`config.mk`:
```
export PLATFORM = sky130hd
export DESIGN_NAME = pipe_reg_stage
export DESIGN_NICKNAME = d
export VERILOG_FILES = /design/src/rtl/pipe_reg_stage.sv
export SDC_FILE = /design/constraint.sdc
export NUM_CORES = 1
export LEC_CHECK = 0
export BUFFER_PORTS_ARGS = -buffer_cell sky130_fd_sc_hd__buf_4
export CORE_MARGIN = 5
export CORE_UTILIZATION = 49
export DETAILED_ROUTE_END_ITERATION = 12
export PLACE_DENSITY = 0.94
export SYNTH_ARGS = -nofsm -noshare
export SYNTH_HDL_FRONTEND = slang
export SYNTH_SLANG_ARGS = --single-unit
```
`constraint.sdc`:
```
create_clock -name clk -period 2.4 [get_ports clk]
set_input_delay 0.24 -clock clk [delete_from_list [all_inputs] [get_ports clk]]
set_output_delay 0.24 -clock clk [all_outputs]
set_load 0.1 [all_outputs]
```
`src/rtl/pipe_reg_stage.sv`:
```
// Valid/ready pipeline register stage with NOP bubbles and synchronous flush.
// Define PIPE_REG_SKID_EN for a main+skid pair with fully registered in_ready.
module pipe_reg_stage #(
    parameter int                 DATA_W   = 32,
    parameter int                 CTRL_W   = 8,
    parameter logic [DATA_W-1:0]  NOP_DATA = '0
) (
    input  logic              clk,
    input  logic              reset_n,
    input  logic              flush,
    input  logic              in_valid,
    output logic              in_ready,
    input  logic [DATA_W-1:0] in_data,
    input  logic [CTRL_W-1:0] in_ctrl,
    output logic              out_valid,
    input  logic              out_ready,
    output logic [DATA_W-1:0] out_data,
    output logic [CTRL_W-1:0] out_ctrl,
    output logic [1:0]        occupancy
);

    logic              main_valid_reg;
    logic [DATA_W-1:0] main_data_reg;
    logic [CTRL_W-1:0] main_ctrl_reg;
    logic              accept;
    logic              retire;

    assign accept = in_valid & in_ready;
    assign retire = main_valid_reg & out_ready;

`ifdef PIPE_REG_SKID_EN
    logic              skid_valid_reg;
    logic [DATA_W-1:0] skid_data_reg;
    logic [CTRL_W-1:0] skid_ctrl_reg;

    // Ready depends only on state, so no out_ready -> in_ready path exists.
    assign in_ready = ~skid_valid_reg;

    always_ff @(posedge clk or negedge reset_n) begin
        if (!reset_n) begin
            main_valid_reg <= 1'b0;
            main_data_reg  <= NOP_DATA;
            main_ctrl_reg  <= '0;
            skid_valid_reg <= 1'b0;
            skid_data_reg  <= NOP_DATA;
            skid_ctrl_reg  <= '0;
        end else if (flush) begin
            main_valid_reg <= 1'b0;
            skid_valid_reg <= 1'b0;
        end else if (!main_valid_reg || retire) begin
            if (skid_valid_reg) begin
                // in_ready is low while skid is full, so no accept competes here
                main_valid_reg <= 1'b1;
                main_data_reg  <= skid_data_reg;
                main_ctrl_reg  <= skid_ctrl_reg;
                skid_valid_reg <= 1'b0;
            end else begin
                main_valid_reg <= accept;
                if (accept) begin
                    main_data_reg <= in_data;
                    main_ctrl_reg <= in_ctrl;
                end
            end
        end else if (accept) begin
            skid_valid_reg <= 1'b1;
            skid_data_reg  <= in_data;
            skid_ctrl_reg  <= in_ctrl;
        end
    end

    assign occupancy = {1'b0, main_valid_reg} + {1'b0, skid_valid_reg};
`else
    assign in_ready = ~main_valid_reg | out_ready;

    always_ff @(posedge clk or negedge reset_n) begin
        if (!reset_n) begin
            main_valid_reg <= 1'b0;
            main_data_reg  <= NOP_DATA;
            main_ctrl_reg  <= '0;
        end else if (flush) begin
            main_valid_reg <= 1'b0;
        end else if (accept) begin
            // covers simultaneous retire: the new entry replaces the old one
            main_valid_reg <= 1'b1;
            main_data_reg  <= in_data;
            main_ctrl_reg  <= in_ctrl;
        end else if (retire) begin
            main_valid_reg <= 1'b0;
        end
    end

    assign occupancy = {1'b0, main_valid_reg};
`endif

    // Bubbles present NOP data and all-zero control.
    assign out_valid = main_valid_reg;
    assign out_data  = main_valid_reg ? main_data_reg : NOP_DATA;
    assign out_ctrl  = main_valid_reg ? main_ctrl_reg : '0;

endmodule

```
==> results.yml, run 1 <==
critical_path:
  rrSetupSlack_ns: 0.78
  endpoint: "out_data[0]"
  rr_worst_depth: 4
  crit_fanout: 42
  cp-start-kind: "flop"
  r2r-start: "out_valid"
  crit_path_end_kind: "output pin"
  timing.rr.end: "main_data_reg[12]"
  path_class: "reg -> out"
  arrival_ns: 1.45
  startpoint: "out_valid"
  cp.required_ns: 2.16
placement:
  dp.cells: 265
  portBuffers: 87
  gp_congestion: 0.766
  hpwl_mm: 3.14
final_layout:
  diodes: 0
  multi_input_area_um2: 744
  layout_commonest_cell: "buf_4"
  syn2layout_area_growth_pct: 40.9
  largest_register_ffs: 32
  final_cells: 273
  regArea_um2: 1030
  layout-drive-gt1-share_pct: 60.0
  mostFrequentLayoutCells: "buf_4, dfrtp_1, and2_1"
  fin_nets: 270
  fillerInstances: 282
cts:
  clkTransAtPathRegs_ns: 0.07
  cts_tree: "done"
  clock-sinks: 41
  htree_levels: 2
  cts_setup_buffers: 0
  cts_repair_resize_count: 0
  clock_latency_ns: 0.28
  ctsRootBufferMaster: "clkbuf_8"
  clk_path_buf_depth: 2
  cts_made_buffers: 5
pwr:
  powerDensity_nw_per_um2: 800
  comb_power_share_pct: 37.7
  p_switching_w: 0.000809
  peakVddDrop_v: 0.000644
  internal_power_w: 0.00128
  p_sw_share_pct: 38.8
  power_leakage_nw: 1.27
  pwr-share-clk_pct: 21.2
  pwr-share-seq_pct: 41.1
timing:
  setup_tns_ns: 0
  setup_viol: 0
  slew_headroom_pct: 66.3
  skew_ns: 0.00533
  finalHoldViolations: 0
  tightest_slew_ns: 0.505
  slew_violations: 0
  grt_setup_unrepaired: "no"
  finalCritPeriodShare_pct: 70.3
  fmax_mhz: 593
  fin_crit_ns: 1.69
  hold-worst-slack_ns: 0.136
grt:
  grt_start_max_net_pins: 43
  track_usage_pct: 17.5
  grt_overflow: 0
  grt_pass1_wl_mm: 6.91
  grt_antenna_before_repair: 0
  grt_pass1_vias: 1427
floorplanning:
  row_count: 22
  num_io_pins: 89
  start_util_pct: 50.5
  dieArea_um2: 5100
  coreArea_um2: 3660
  die_x_um: 71.4
  fp.dieH_um: 71.4
synth:
  synthMuxAreaShare_pct: 24.4
  synth_area_per_cell_um2: 13.5
  synth_fa_ha_area_share_pct: 0
  synth_top_family_by_area: "multiplexers"
  netlist_instances: 137
  ys_warn_count: 0
  synth_xor_xnor_area_share_pct: 0
  yosys_register_bits: 41
  syn_area_um2: 1850
  synth_compound_area_share_pct: 0
  synth_fp_nets: 182
  ys_types: 12
  yosysSeqAreaShare_pct: 55.5
  yosys.area_share.simple_pct: 15.7
drt:
  wl_per_cell_um: 15.2
  vias_per_cell: 4.77
  drt_iter0_markers: 31
  dr.pass1.iters: 2
  wl_mm: 4.15
  antenna_left: 0
  drc_errors: 0
  vias: 1303
outcome:
  outcome: "finished clean"
min_path:
  hold_path.class: "in -> reg"
flow_run:
  max-cap-violations: 0
==> timing repair <==
action | CTS | global route
endpoints found under the setup margin | 0 | 0
hold buffers | 1 | 0
endpoints found under the hold margin | 41 | 0
==> through the flow <==
stage / util, % / setup WS (ns) / total power [W] / area, µm²
final: 71.2 / 0.713 / 0.00208 / 2610
after CTS: 71.2 / 0.702 / 0.00211 / 2610
after global routing: 71.2 / 0.616 / 0.00219 / 2610
after global placement: 68.6 / 0.820 / 0.00164 / 2510
after detailed placement: 68.6 / 0.781 / 0.00166 / 2510
after floorplan: - / 0.150 / 0.00147 / 1850
==> worst max-delay path, stage by stage, from the launching register on <==
cell,delay (ns)
dfrtp_1,0.35
buf_4,0.32
and2_1,0.20
buf_4,0.30
==> metal layers <==
layer / up-vias / track usage, % / part of all wire, %
met4: 0 / 9.60 / 3.4
met1: 612 / 20.5 / 39
met5: - / 0 / 0
met2: 62 / 27.8 / 48
met3: 12 / 6.31 / 10
li1: 617 / - / -
==> cells by family (layout without fill, tap and decap cells) <==
family	Yosys count	count (layout)
buf+inv	11	99
flops	41	41
mux	40	40
other cells	1	1
simple gates	44	44
==> cell usage after synthesis <==
cell / number / area [µm²]
and2_1: 40 / 250
buf_4: 2 / 15.0
buf_6: 4 / 45.0
clkbuf_1: 4 / 15.0
conb_1: 1 / 3.75
dfrtp_1: 41 / 1030
inv_1: 1 / 3.75
mux2_1: 3 / 33.8
mux2_2: 37 / 417
nor2_1: 2 / 7.51
nor2b_4: 1 / 13.8
nor3b_4: 1 / 18.8
==> power groups by stage <==
stage	registers [W]	clock network, W	logic (W)
2_1_floorplan	0.000861	0	0.000604
4_1_cts	0.000858	0.000455	0.000793
3_3_place_gp	0.000864	0	0.000778
5_1_grt	0.000872	0.000492	0.000824
6_report	0.000857	0.000441	0.000786
3_5_place_dp	0.000871	0	0.000791
==> area by class of cell <==
type,count,share of cell area (%)
Clock buffer,7,3.31
Inverter,1,0.144
Multi-Input combinational cell,85,28.6
Sequential cell,41,39.4
Tap cell,48,2.30
Timing Repair Buffer,91,26.3
==> worst min path at each step <==
stage | slack (ns) | to | start | cells past startpoint
2_1_floorplan | -0.06 | main_ctrl_reg[0] | reset_n | 0
3_3_place_gp | 0.25 | main_ctrl_reg[0] | reset_n | 1
3_5_place_dp | 0.24 | main_ctrl_reg[3] | reset_n | 1
4_1_cts | 0.13 | out_valid | flush | 2
5_1_grt | 0.13 | out_valid | flush | 2
6_report | 0.14 | out_valid | flush | 2
Power figures use the tool's default switching activity.
==> run 2, diff against run 1 <==
- ABC_AREA: not set -> 1
- CORE_UTILIZATION: 49 -> 42
- PLACE_DENSITY: 0.94 -> 0.85
- clock period: 2.4 -> 1.5 ns (I/O delays scaled with it)
==> run 2 against run 1 <==
Compared with the run above:
- the run now ends with negative setup slack left
- via count increased by 52%
- die area is 22% higher
- combinational power increased by 73%
- synthesized cell count up 95%
- sequential power rose by 61%
- sequential share of layout area fell by 9.0 points
- cell count up 50%
- count of clock-buffer cells in the layout up 1
- global-route usage grew 0.95 points
- sequential cell count stayed put
- critical endpoint is now out_data[21]
- largest cell class is now buffers
==> results.yml, run 2 <==
synth:
  synth_fp_nets: 312
  async_flop_share_pct: 100
  synth_xor_xnor_area_share_pct: 0
  synth_fa_ha_area_share_pct: 0
  ys.flop_type: "dfrtp_1"
  yosys_register_bits: 41
  yosys-top-cells-area: "dfrtp_1, nand2_1, nand3_1"
  synth_top_area_cell: "dfrtp_1"
  netlist_instances: 267
  ys_types: 12
  synthMuxAreaShare_pct: 0
  syn_area_um2: 2000
  yosys.area_share.simple_pct: 34.5
  synth_top_family_by_area: "simple AND/OR/NAND/NOR gates"
  yosysMostFrequentCell: "nand2_1"
  synth_edf_count: 0
  synthTopCellsByCount: "nand2_1, inv_1, dfrtp_1"
  synth_top_area_share_pct: 51.4
  synth_compound_area_share_pct: 0.251
  ys_warn_count: 0
  synth_area_per_cell_um2: 7.48
  yosysSeqAreaShare_pct: 51.4
grt:
  grt_pass1_vias: 1986
  track_usage_pct: 18.4
  grt_start_max_net_pins: 42
  grt_antenna_before_repair: 0
  grt_overflow: 0
  grt_pass1_wl_mm: 9.03
placement:
  portBuffers: 87
  hpwl_mm: 3.71
  gp_congestion: 0.762
critical_path:
  crit_path_end_kind: "output pin"
  arrival_ns: 1.39
  cp.required_ns: 1.35
  path_class: "reg -> out"
  cp-start-kind: "flop"
  startpoint: "out_valid"
  crit_fanout: 19
  r2r-start: "out_valid"
drt:
  vias_per_cell: 4.84
  vias: 1979
  wl_per_cell_um: 13.6
  antenna_left: 0
  dr.pass1.iters: 4
  wl_mm: 5.57
  drt_iter0_markers: 69
  drc_errors: 0
timing:
  finalCritPeriodShare_pct: 103
  setup_tns_ns: -0.432
  grt_setup_unrepaired: "yes"
  finalHoldViolations: 0
  slew_headroom_pct: 65.9
  setup_viol: 28
  skew_ns: 0.00151
  slew_violations: 0
  tightest_slew_ns: 0.512
  fmax_mhz: 649
  fin_ws_ns: -0.0409
  fin_crit_ns: 1.54
final_layout:
  diodes: 0
  layout_commonest_cell: "nand2_1"
  largest_register_ffs: 32
  syn2layout_area_growth_pct: 69.9
  layout-drive-gt1-share_pct: 50.7
  fin_nets: 399
  multi_input_area_um2: 779
  fillerInstances: 356
  regArea_um2: 1030
  post-route-util_pct: 72.8
  mostFrequentLayoutCells: "nand2_1, buf_4, clkinvlp_4, nand3_1, dfrtp_1"
flow_run:
  max-cap-violations: 0
outcome:
  outcome: "finished, violations left"
  violations: "negative setup slack"
floorplanning:
  num_io_pins: 89
  row_count: 25
  fp.dieH_um: 79.0
  die_x_um: 79.0
  start_util_pct: 42.8
  coreArea_um2: 4660
  dieArea_um2: 6230
cts:
  clk_path_buf_depth: 2
  clkTransAtPathRegs_ns: 0.07
  cts_made_buffers: 5
  cts_tree: "done"
  clock_latency_ns: 0.29
  clock-sinks: 41
  htree_levels: 2
  ctsRootBufferMaster: "clkbuf_8"
min_path:
  min_from: "flush"
  hold_path.class: "in -> reg"
pwr:
  power_leakage_nw: 1.57
  powerDensity_nw_per_um2: 1000
  p_total_w: 0.00341
  peakVddDrop_v: 0.000517
-- run 2: cell count changes after synthesis, sizes merged --
cell,previous run,this run
nand2,0,122
inv,1,42
and2,40,0
mux2,40,0
nand3,0,40
buf,6,19
clkbuf,4,0
a21oi,0,1
nor2,2,1
nor2b,1,0
nor3b,1,0
-- run 2: metal layers --
metal	share of wire (%)	vias up	global-route usage, %	wire (µm)
met5	0	-	0	0
met4	2.6	0	7.22	147
met3	5.9	14	4.99	331
met2	54	66	32.9	3010
met1	37	940	20.9	2080
li1	-	959	-	-
-- run 2: timing repair --
action                                  CTS  global route
buffers inserted                          5             0
hold buffers                              1             0
endpoints found under the setup margin   43            42
pin swaps                                 1             0
hold endpoints to repair                 41             0
resized for setup                        85            39
-- run 2: path summary, 6_finish.rpt --
path / to / slack, ns / cells past startpoint
hold / removal: out_valid / 0.04 / 2
max in group asynchronous: out_valid / 0.75 / 2
setup / recovery: out_data[21] / -0.04 / 4
hold reg to reg: main_data_reg[17] / 0.48 / 2
setup reg to reg: main_data_reg[24] / 0.06 / 6
min in group asynchronous: main_data_reg[14] / 0.36 / 2
-- run 2: report_power, final --
| part | total [W] | switching, W | internal, W |
|---|---|---|---|
| registers | 0.00138 | 0.000110 | 0.00127 |
| clock network | 0.000677 | 0.000347 | 0.000330 |
| logic | 0.00136 | 0.000912 | 0.000444 |
| total | 0.00341 | 0.00137 | 0.00204 |
-- run 2: through the flow --
step	instances	worst slack, ns	area, µm²	hold slack [ns]
floorplan	267	-0.118	2160	-0.146
global placement	395	0.127	2820	0.150
detailed placement	395	0.107	2820	0.162
CTS	409	-0.0460	3260	0.0325
global route	409	-0.0846	3390	0.0357
finish	409	-0.0409	3390	0.0420
-- run 2: critical path, cell delays in order, from the launching register on --
cell and delay, ns:
dfrtp_4 0.54, buf_12 0.18, nand2_1 0.11, clkinvlp_4 0.09, buf_6 0.18
-- run 2: final cells by class --
cell class                      count  area share [%]
Inverter                           42            9.07
Tap cell                           54            1.99
Clock buffer                        8            2.36
Timing Repair Buffer               99            33.3
Multi-Input combinational cell    165            23.0
Sequential cell                    41            30.3
-- run 2: logic make-up (layout without fill, tap and decap cells) --
logic type      count (synthesis)  count (layout)
buf+inv                        61             149
other cells                     1               1
simple gates                  163             163
flops                          41              41
compound gates                  1               1
